[src/rtl/multi_pwm.sv]
// multi_pwm: multi-channel PWM generator with a shared period counter,
// a clock prescaler, and edge- or center-aligned counting.
// Period, mode and duty values are double-buffered: i_load captures them
// into a pending set, which becomes active at the next period boundary.
// Optional feature: define MULTI_PWM_POLARITY_EN to add per-channel output
// polarity (i_pol), buffered together with the duty values.
//
// Counter direction (center-aligned mode only; edge mode always counts up):
//   state    | meaning
//   DIR_UP   | counting 0..P
//   DIR_DOWN | counting P-1..1, then wrapping to 0 at the boundary
module multi_pwm #(
  parameter int CHANNELS   = 4,
  parameter int WIDTH      = 10,
  parameter int PRESCALE_W = 8
) (
  input  logic                      i_clk,
  input  logic                      i_rst,
  input  logic                      i_en,
  input  logic [PRESCALE_W-1:0]     i_prescale,
  input  logic [WIDTH-1:0]          i_period,
  input  logic                      i_center,
  input  logic [CHANNELS*WIDTH-1:0] i_duty,
  input  logic                      i_load,
`ifdef MULTI_PWM_POLARITY_EN
  input  logic [CHANNELS-1:0]       i_pol,
`endif
  output logic [CHANNELS-1:0]       o_pwm,
  output logic                      o_period_start,
  output logic                      o_pending
);

  typedef enum logic {DIR_UP = 1'b0, DIR_DOWN = 1'b1} dir_e;

  logic [PRESCALE_W-1:0]     presc_q, presc_d;
  logic [WIDTH-1:0]          cnt_q, cnt_d, cnt_step;
  dir_e                      dir_q, dir_d, dir_step;
  logic [WIDTH-1:0]          per_q, per_d, pend_per_q, pend_per_d;
  logic                      center_q, center_d, pend_center_q, pend_center_d;
  logic [CHANNELS*WIDTH-1:0] duty_q, duty_d, pend_duty_q, pend_duty_d;
  logic                      pending_q, pending_d;
  logic [CHANNELS-1:0]       pwm_q, pwm_d, raw, pol_a;
  logic                      start_q, start_d;
  logic                      tick, boundary, act_from_in, act_from_pend;

  // Prescaler and the counter's next position if a tick occurs now.
  // The >= guard keeps a live lowering of i_prescale from stalling the
  // prescaler for a full wrap of its register.
  always_comb begin
    tick     = (presc_q >= i_prescale);
    presc_d  = tick ? '0 : presc_q + 1'b1;
    cnt_step = cnt_q;
    dir_step = dir_q;
    if (!center_q) begin
      cnt_step = (cnt_q >= per_q) ? '0 : cnt_q + 1'b1;
      dir_step = DIR_UP;
    end else if (dir_q == DIR_UP) begin
      if (cnt_q >= per_q) begin
        cnt_step = (per_q == '0) ? '0 : per_q - 1'b1;
        dir_step = DIR_DOWN;
      end else begin
        cnt_step = cnt_q + 1'b1;
      end
    end else begin
      cnt_step = (cnt_q == '0) ? '0 : cnt_q - 1'b1;
    end
    if (cnt_step == '0) dir_step = DIR_UP;
    boundary = tick && (cnt_step == '0);
  end

  // Double-buffer control: a disabled block, or a boundary, lets new
  // values reach the active set; inputs presented that cycle take priority.
  always_comb begin
    act_from_in   = i_load && (!i_en || boundary);
    act_from_pend = pending_q && !i_load && (!i_en || boundary);
    per_d         = per_q;
    center_d      = center_q;
    duty_d        = duty_q;
    pend_per_d    = pend_per_q;
    pend_center_d = pend_center_q;
    pend_duty_d   = pend_duty_q;
    if (i_load) begin
      pend_per_d    = i_period;
      pend_center_d = i_center;
      pend_duty_d   = i_duty;
    end
    if (act_from_in) begin
      per_d    = i_period;
      center_d = i_center;
      duty_d   = i_duty;
    end else if (act_from_pend) begin
      per_d    = pend_per_q;
      center_d = pend_center_q;
      duty_d   = pend_duty_q;
    end
    if (!i_en || boundary) pending_d = 1'b0;
    else if (i_load)       pending_d = 1'b1;
    else                   pending_d = pending_q;
  end

  // Counter advance; disable parks everything at the start of a period.
  always_comb begin
    cnt_d = cnt_q;
    dir_d = dir_q;
    if (!i_en) begin
      cnt_d = '0;
      dir_d = DIR_UP;
    end else if (tick) begin
      cnt_d = cnt_step;
      dir_d = dir_step;
    end
  end

  // Per-channel compare against the active duty values.
  always_comb begin
    raw = '0;
    for (int c = 0; c < CHANNELS; c++) begin
      raw[c] = (cnt_q < duty_q[c*WIDTH +: WIDTH]);
    end
  end

  // Output stage, one clock behind the counter. The period-start pulse marks
  // the first clock of count 0, which is also the first prescaler phase.
  always_comb begin
    pwm_d   = i_en ? (raw ^ pol_a) : pol_a;
    start_d = i_en && (cnt_q == '0) && (presc_q == '0);
  end

  // State registers with synchronous reset.
  always_ff @(posedge i_clk) begin
    if (i_rst) begin
      presc_q       <= '0;
      cnt_q         <= '0;
      dir_q         <= DIR_UP;
      per_q         <= '0;
      center_q      <= 1'b0;
      duty_q        <= '0;
      pend_per_q    <= '0;
      pend_center_q <= 1'b0;
      pend_duty_q   <= '0;
      pending_q     <= 1'b0;
      pwm_q         <= '0;
      start_q       <= 1'b0;
    end else begin
      presc_q       <= i_en ? presc_d : '0;
      cnt_q         <= cnt_d;
      dir_q         <= dir_d;
      per_q         <= per_d;
      center_q      <= center_d;
      duty_q        <= duty_d;
      pend_per_q    <= pend_per_d;
      pend_center_q <= pend_center_d;
      pend_duty_q   <= pend_duty_d;
      pending_q     <= pending_d;
      pwm_q         <= pwm_d;
      start_q       <= start_d;
    end
  end

`ifdef MULTI_PWM_POLARITY_EN
  logic [CHANNELS-1:0] pol_q, pend_pol_q;

  // Polarity moves through the pending and active sets with the duty values.
  always_ff @(posedge i_clk) begin
    if (i_rst) begin
      pol_q      <= '0;
      pend_pol_q <= '0;
    end else begin
      if (i_load) pend_pol_q <= i_pol;
      if (act_from_in)        pol_q <= i_pol;
      else if (act_from_pend) pol_q <= pend_pol_q;
    end
  end

  assign pol_a = pol_q;
`else
  assign pol_a = '0;
`endif

  assign o_pwm          = pwm_q;
  assign o_period_start = start_q;
  assign o_pending      = pending_q;

endmodule

[config.mk]
export PLATFORM = sky130hd
export DESIGN_NAME = multi_pwm
export DESIGN_NICKNAME = d
export VERILOG_FILES = /design/src/rtl/multi_pwm.sv
export SDC_FILE = /design/constraint.sdc
export NUM_CORES = 1
export LEC_CHECK = 0
export BUFFER_PORTS_ARGS = -buffer_cell sky130_fd_sc_hd__buf_2
export CAP_MARGIN = 20
export CORE_UTILIZATION = 56
export DETAILED_ROUTE_END_ITERATION = 8
export GPL_ROUTABILITY_DRIVEN = 1
export PLACE_DENSITY = 0.84
export SLEW_MARGIN = 10
export SYNTH_ARGS = -nofsm -noshare
export SYNTH_HDL_FRONTEND = slang
export SYNTH_SLANG_ARGS = --single-unit
[constraint.sdc]
create_clock -name i_clk -period 7.7 [get_ports i_clk]
set_input_delay 0.385 -clock i_clk [delete_from_list [all_inputs] [get_ports i_clk]]
set_output_delay 0.385 -clock i_clk [all_outputs]
set_load 0.03 [all_outputs]
# After elaboration in Yosys (flattened, before gate mapping)
# Cells that the tools add are included.
[word_totals]
word_cells = 56
output_inout_bits = 6
ff_bits = 127
[op_classes]
n_bitwise = 1
muxes = 16
order_cmp = 6
addsub = 4
n_reduce_logical = 17
[op_table]
columns = ["op", "count"]
rows = [
  ["$mux 10", 8],
  ["$mux 40", 2],
  ["$lt 10x10->1", 4],
  ["$logic_not 10->1", 3],
  ["$sub 10x1->10 const B", 2],
  ["$add 10x1->10 const B", 1],
  ["$ge 10x10->1", 1],
  ["$add 8x1->8 const B", 1],
  ["$ge 8x8->1", 1],
  ["$logic_not 8->1", 1],
  ["$logic_and 1x1->1", 6],
  ["$mux 1", 6],
  ["$reduce_or 2->1", 2],
  ["$reduce_or 3->1", 1],
  ["$logic_not 1->1", 2],
  ["$reduce_bool 2->1", 1],
  ["$logic_or 1x1->1", 1],
  ["$not 1->1", 1],
]

# Logic depth before layout (Yosys ltp)
[logic_depth]
word_depth = 11
ltp_mapped = 15
ltp_nobuf = 11

# Worst setup path after synthesis
# OpenSTA, ideal clock, no wires.
[synth_timing]
kind = "reg-to-reg"
startpoint = "reg cnt_q[0]"
endpoint = "reg center_q"
period_less_slack_ps = 3926
setup_ps = 121
required_ps = 7579
stages_incl_launch_ff = 16
arrival_ps = 3805
path_slack_ps = 3774
n_path_buf = 4
cell_sequence = "dfxtp_1 -> clkbuf_1 -> inv_1 -> ha_1 -> nand2b_1 -> a21oi_1 -> o311ai_2 -> nor2_1 -> buf_2 -> o21ai_1 -> or4_1 -> or4b_4 -> o32a_1 -> buf_6 -> buf_12 -> mux2_4"
[synth_between]
elab_chain_cells = 9
word_cells_on_any_way = 16
cone_classes = "2 x add/sub; 1 x order compare; 6 x mux; 7 x reduce/logical"
[synth_lines]
columns = ["item", "line", "text"]
rows = [
  ["from (decl)", "36", "logic [WIDTH-1:0] cnt_q, cnt_d, cnt_step;"],
  ["from (signal assigned)", "146", "cnt_q <= cnt_d;"],
  ["$add 10x1->10 (tied with other cells)", "55, 62", ""],
  ["$mux 10 (on tied branches)", "58, 65", ""],
  ["$mux 10", "57", "end else if (dir_q == DIR_UP) begin"],
  ["$mux 10 (*)", "54", "if (!center_q) begin"],
  ["$logic_not 10->1 (*)", "68", "boundary = tick && (cnt_step == '0);"],
  ["$logic_and 1x1->1 (*)", "68", ""],
  ["$logic_or 1x1->1 (*)", "74, 75", ""],
  ["$logic_and 1x1->1 (on tied branches)", "74, 75", ""],
  ["$mux 1 or $reduce_bool 2->1 (tied branches)", "--", ""],
  ["to (signal assigned)", "149", "center_q <= center_d;"],
  ["to (decl)", "39", "logic center_q, center_d, pend_center_q, pend_center_d;"],
]
# Mark *: on every way between the ends. The rest lies on a longest branch, timed or not.
# A chain may end at the register's enable or synchronous reset.

# Worst setup path in the final report
[layout_timing]
startpoint = "reg cnt_q[7]"
endpoint = "reg duty_q[29]"
[layout_between]
elab_chain_cells = 9
word_cells_on_any_way = 16
cone_classes = "2 x add/sub; 1 x order compare; 6 x mux; 7 x reduce/logical"
[layout_lines]
columns = ["item", "line", "text"]
rows = [
  ["$add 10x1->10 (tied with other cells)", "55, 62", ""],
  ["$mux 10 (on tied branches)", "58, 65", ""],
  ["$mux 10", "57", ""],
  ["$mux 10 (*)", "54", ""],
  ["$logic_not 10->1 (*)", "68", ""],
  ["$logic_and 1x1->1 (*)", "68", ""],
  ["$logic_or 1x1->1 (*)", "74, 75", ""],
  ["$logic_and 1x1->1 (on tied branches)", "74, 75", ""],
  ["$mux 40 or $reduce_bool 2->1 (tied branches)", "--", ""],
  ["to (signal assigned)", "150", "duty_q <= duty_d;"],
  ["to (decl)", "40", "logic [CHANNELS*WIDTH-1:0] duty_q, duty_d, pend_duty_q, pend_duty_d;"],
]
# Marked as above.

==> flow_summary_export.csv <==
group,metric,value,unit
run_status,status,"complete, no violations",
yosys,ys_warn_count,0,
clock_tree,cts_setup_buffers,0,
timing,period_share,63.64,%
drt,postRouteAntennaNets,0,
placed_design,hpwl,10520,µm
timing,min_period,4.900,ns
drt,drc_errors,0,
global_routing,grt_start_max_net_pins,103,
yosys,synth-edff-count,0,
timing,setup_violations,0,
floorplanning,start_util,58.06,%
run,cap_violations,0,
final_layout,final_cell_area,0.007943,mm²
timing,hold_violations,0,
final_layout,nFillCells,1001,
pwr,finalPower,1.670,mW
clock_tree,cts_tree,"yes",
worst_hold_path,hp-class,"input pin to flip-flop",
clock_tree,cts-hold-fix-buffers,0,
clock_tree,clkTransAtPathRegs,0.06,ns
timing,skew,0.007507,ns
yosys,yosysUniqueCellTypes,59,
final_layout,mostFrequentLayoutCells,"134 x nor2_1, 127 x dfxtp_1, 68 x buf_2",
floorplanning,num_rows,40,
timing,slew_violations,0,
drt,wl_met2,7034,µm
pwr,ir_drop,0.1647,mV
setup_path,cp-end-kind,"flip-flop",
timing,rsz0062_at_grt,"no",
placed_design,post_dp_cell_area,0.007390,mm²
setup_path,startpoint_type,"flip-flop",
final_layout,layout_commonest_cell,"nor2_1",
drt,topRoutingLayerUsed,"met4",
global_routing,grt_pass1_vias,5238,
floorplanning,io_pins,69,
floorplanning,dieHeight,114.3,µm
setup_path,worstRegToRegCells,11,
timing,worst_slew_pin_slew,1.019,ns
yosys,syn-instance-count,760,
final_layout,nets,936,
setup_path,critical_path_class,"flip-flop to flip-flop",
clock_tree,cts_max_path_buffers,2,
pwr,cellLeakagePower,3.601,nW
drt,routed-via-count,5487,
timing,maxSlewHeadroom,32.08,%
clock_tree,htreeDepth,4,
drt,dr_wl_met3,990,µm
floorplanning,core-area,0.01216,mm²
timing,fmax,0.2041,GHz
yosys,synth_ff_type,"dfxtp_1",
clock_tree,clock_sinks,127,
yosys,synth_area_per_cell,9.290,µm²
floorplanning,die_x,114.3,µm
global_routing,gr-total-overflow,0,
final_layout,multi_input_area,0.004015,mm²
placed_design,place_congestion,0.9292,
drt,vias_per_cell,5.526,
final_layout,utilization,65.31,%
yosys,synth_nets,883,
floorplanning,die-area,0.01306,mm²
timing,setup_slack,2.800,ns
yosys,postSynth.asyncResetShare,0,%
global_routing,grt_first_pass_wirelength,25440,µm
worst_hold_path,min_path_cells,3,
clock_tree,clock_latency,0.42,ns
final_layout,drive_gt1_share,20.00,%
placed_design,port-buffer-count,68,
yosys,ys_ff_latch,127,
final_layout,ff_latch_area,0.002542,mm²
timing,setup_tns,0,ns
clock_tree,cts-root-buf,"clkbuf_16",
global_routing,grt_antenna_before_repair,0,
drt,wl_met1,6821,µm
clock_tree,post_cts_resized,0,
setup_path,r2r_slack,2.80,ns
yosys,netlist_area,0.007061,mm²
yosys,yosysSeqAreaShare,36.01,%
clock_tree,cts_made_buffers,17,
setup_path,cp.required,8.00,ns
final_layout,antenna_cells,0,
global_routing,track_usage,25.21,%
pwr,power_density,210.3,mW/mm²
drt,post_drt_wl_per_cell,15.44,µm
setup_path,path_max_fanout,51,
drt,dr.pass1.iters,5,
drt,initialDrtViolationCount,432,
setup_path,arrival,5.20,ns
placed_design,place_ws,2.935,ns
drt,drt_wl_total,15330,µm
final_layout,area_growth,12.49,%
## power breakdown
group | internal [mW] | total, mW | switching [mW]
clock network | 0.451 | 0.745 | 0.294
logic | 0.0975 | 0.220 | 0.123
registers | 0.690 | 0.705 | 0.0143
total | 1.24 | 1.67 | 0.431
## cell families after synthesis
logic type	share of synthesized area (%)
and+or+nand+nor	15.31
muxes	18.38
buffers and inverters	7.142
DFF	36.01
xor gates and xnor gates	2.109
adders and majority gates	10.63
AOI/OAI and AO/OA	10.42
## routing by layer
layer,global-route usage [%],vias up
met1,31.52,2525
met3,7.358,41
li1,-,2739
met4,10.74,0
met5,0,-
met2,40.48,182
## synthesized netlist by cell type (5+ instances only)
library cell	number	share of area [%]
nor2b_1	5	0.44
nand2b_1	12	1.1
o21ai_0	27	1.9
a21oi_1	28	2.0
inv_1	67	3.6
clkbuf_1	24	1.3
mux2i_1	55	7.8
a211oi_1	5	0.53
xor2_1	7	0.87
dfxtp_1	127	36
ha_1	60	11
a211o_1	7	0.87
mux2_4	49	10
nand2_1	25	1.3
nor2_1	134	7.1
xnor2_1	10	1.2
nand3_1	13	0.92
nor3_1	18	1.3
nor4_1	6	0.53
a31oi_1	9	0.80
a21boi_0	8	0.85
buf_12	5	1.4
nand4_1	5	0.44
## registers in the layout, summed over array words and instances, names as in the netlist
register,count
o_period_start,1
pend_center_q,1
dir_q,1
center_q,1
o_pending,1
o_pwm,4
cnt_q,10
pend_duty_q,40
duty_q,40
per_q,10
pend_per_q,10
presc_q,8
## worst paths after layout
check / startpoint / endpoint
setup / recovery: cnt_q[7]$_SDFFE_PP0P_ / duty_q[29]$_SDFFE_PP0P_
hold / removal: i_period[7] / pend_per_q[7]$_SDFFE_PP0P_
setup reg to reg: cnt_q[7]$_SDFFE_PP0P_ / duty_q[29]$_SDFFE_PP0P_
hold reg to reg: pend_per_q[7]$_SDFFE_PP0P_ / pend_per_q[7]$_SDFFE_PP0P_
## area by class of cell
cell class | count | area share [%]
multi-input cells | 528 | 50.55
inverters | 67 | 3.166
clock buffers | 19 | 5.577
clock inverters | 12 | 1.386
flip-flops and latches | 127 | 32.01
well taps | 168 | 2.647
repair buffers | 72 | 4.663
## per-stage QoR
stage / hold WS, ns / std cells
after floorplan: 0.4485 / 760
after global placement: 0.4657 / 962
after detailed placement: 0.4768 / 962
after CTS: 0.2168 / 993
after global routing: 0.2524 / 993
final: 0.2253 / 993
## worst max-delay path, stage by stage (launching register included)
cell and delay, ns:
dfxtp_1 0.65, ha_1 0.35, a211o_1 0.30, o211ai_1 0.12, o311ai_2 0.19, nor2_1 0.60
o21ai_1 0.19, or4_1 0.56, or4b_4 0.55, o32a_2 0.40, buf_4 0.36, mux2_4 0.42
(Power assumes the default switching activity.)
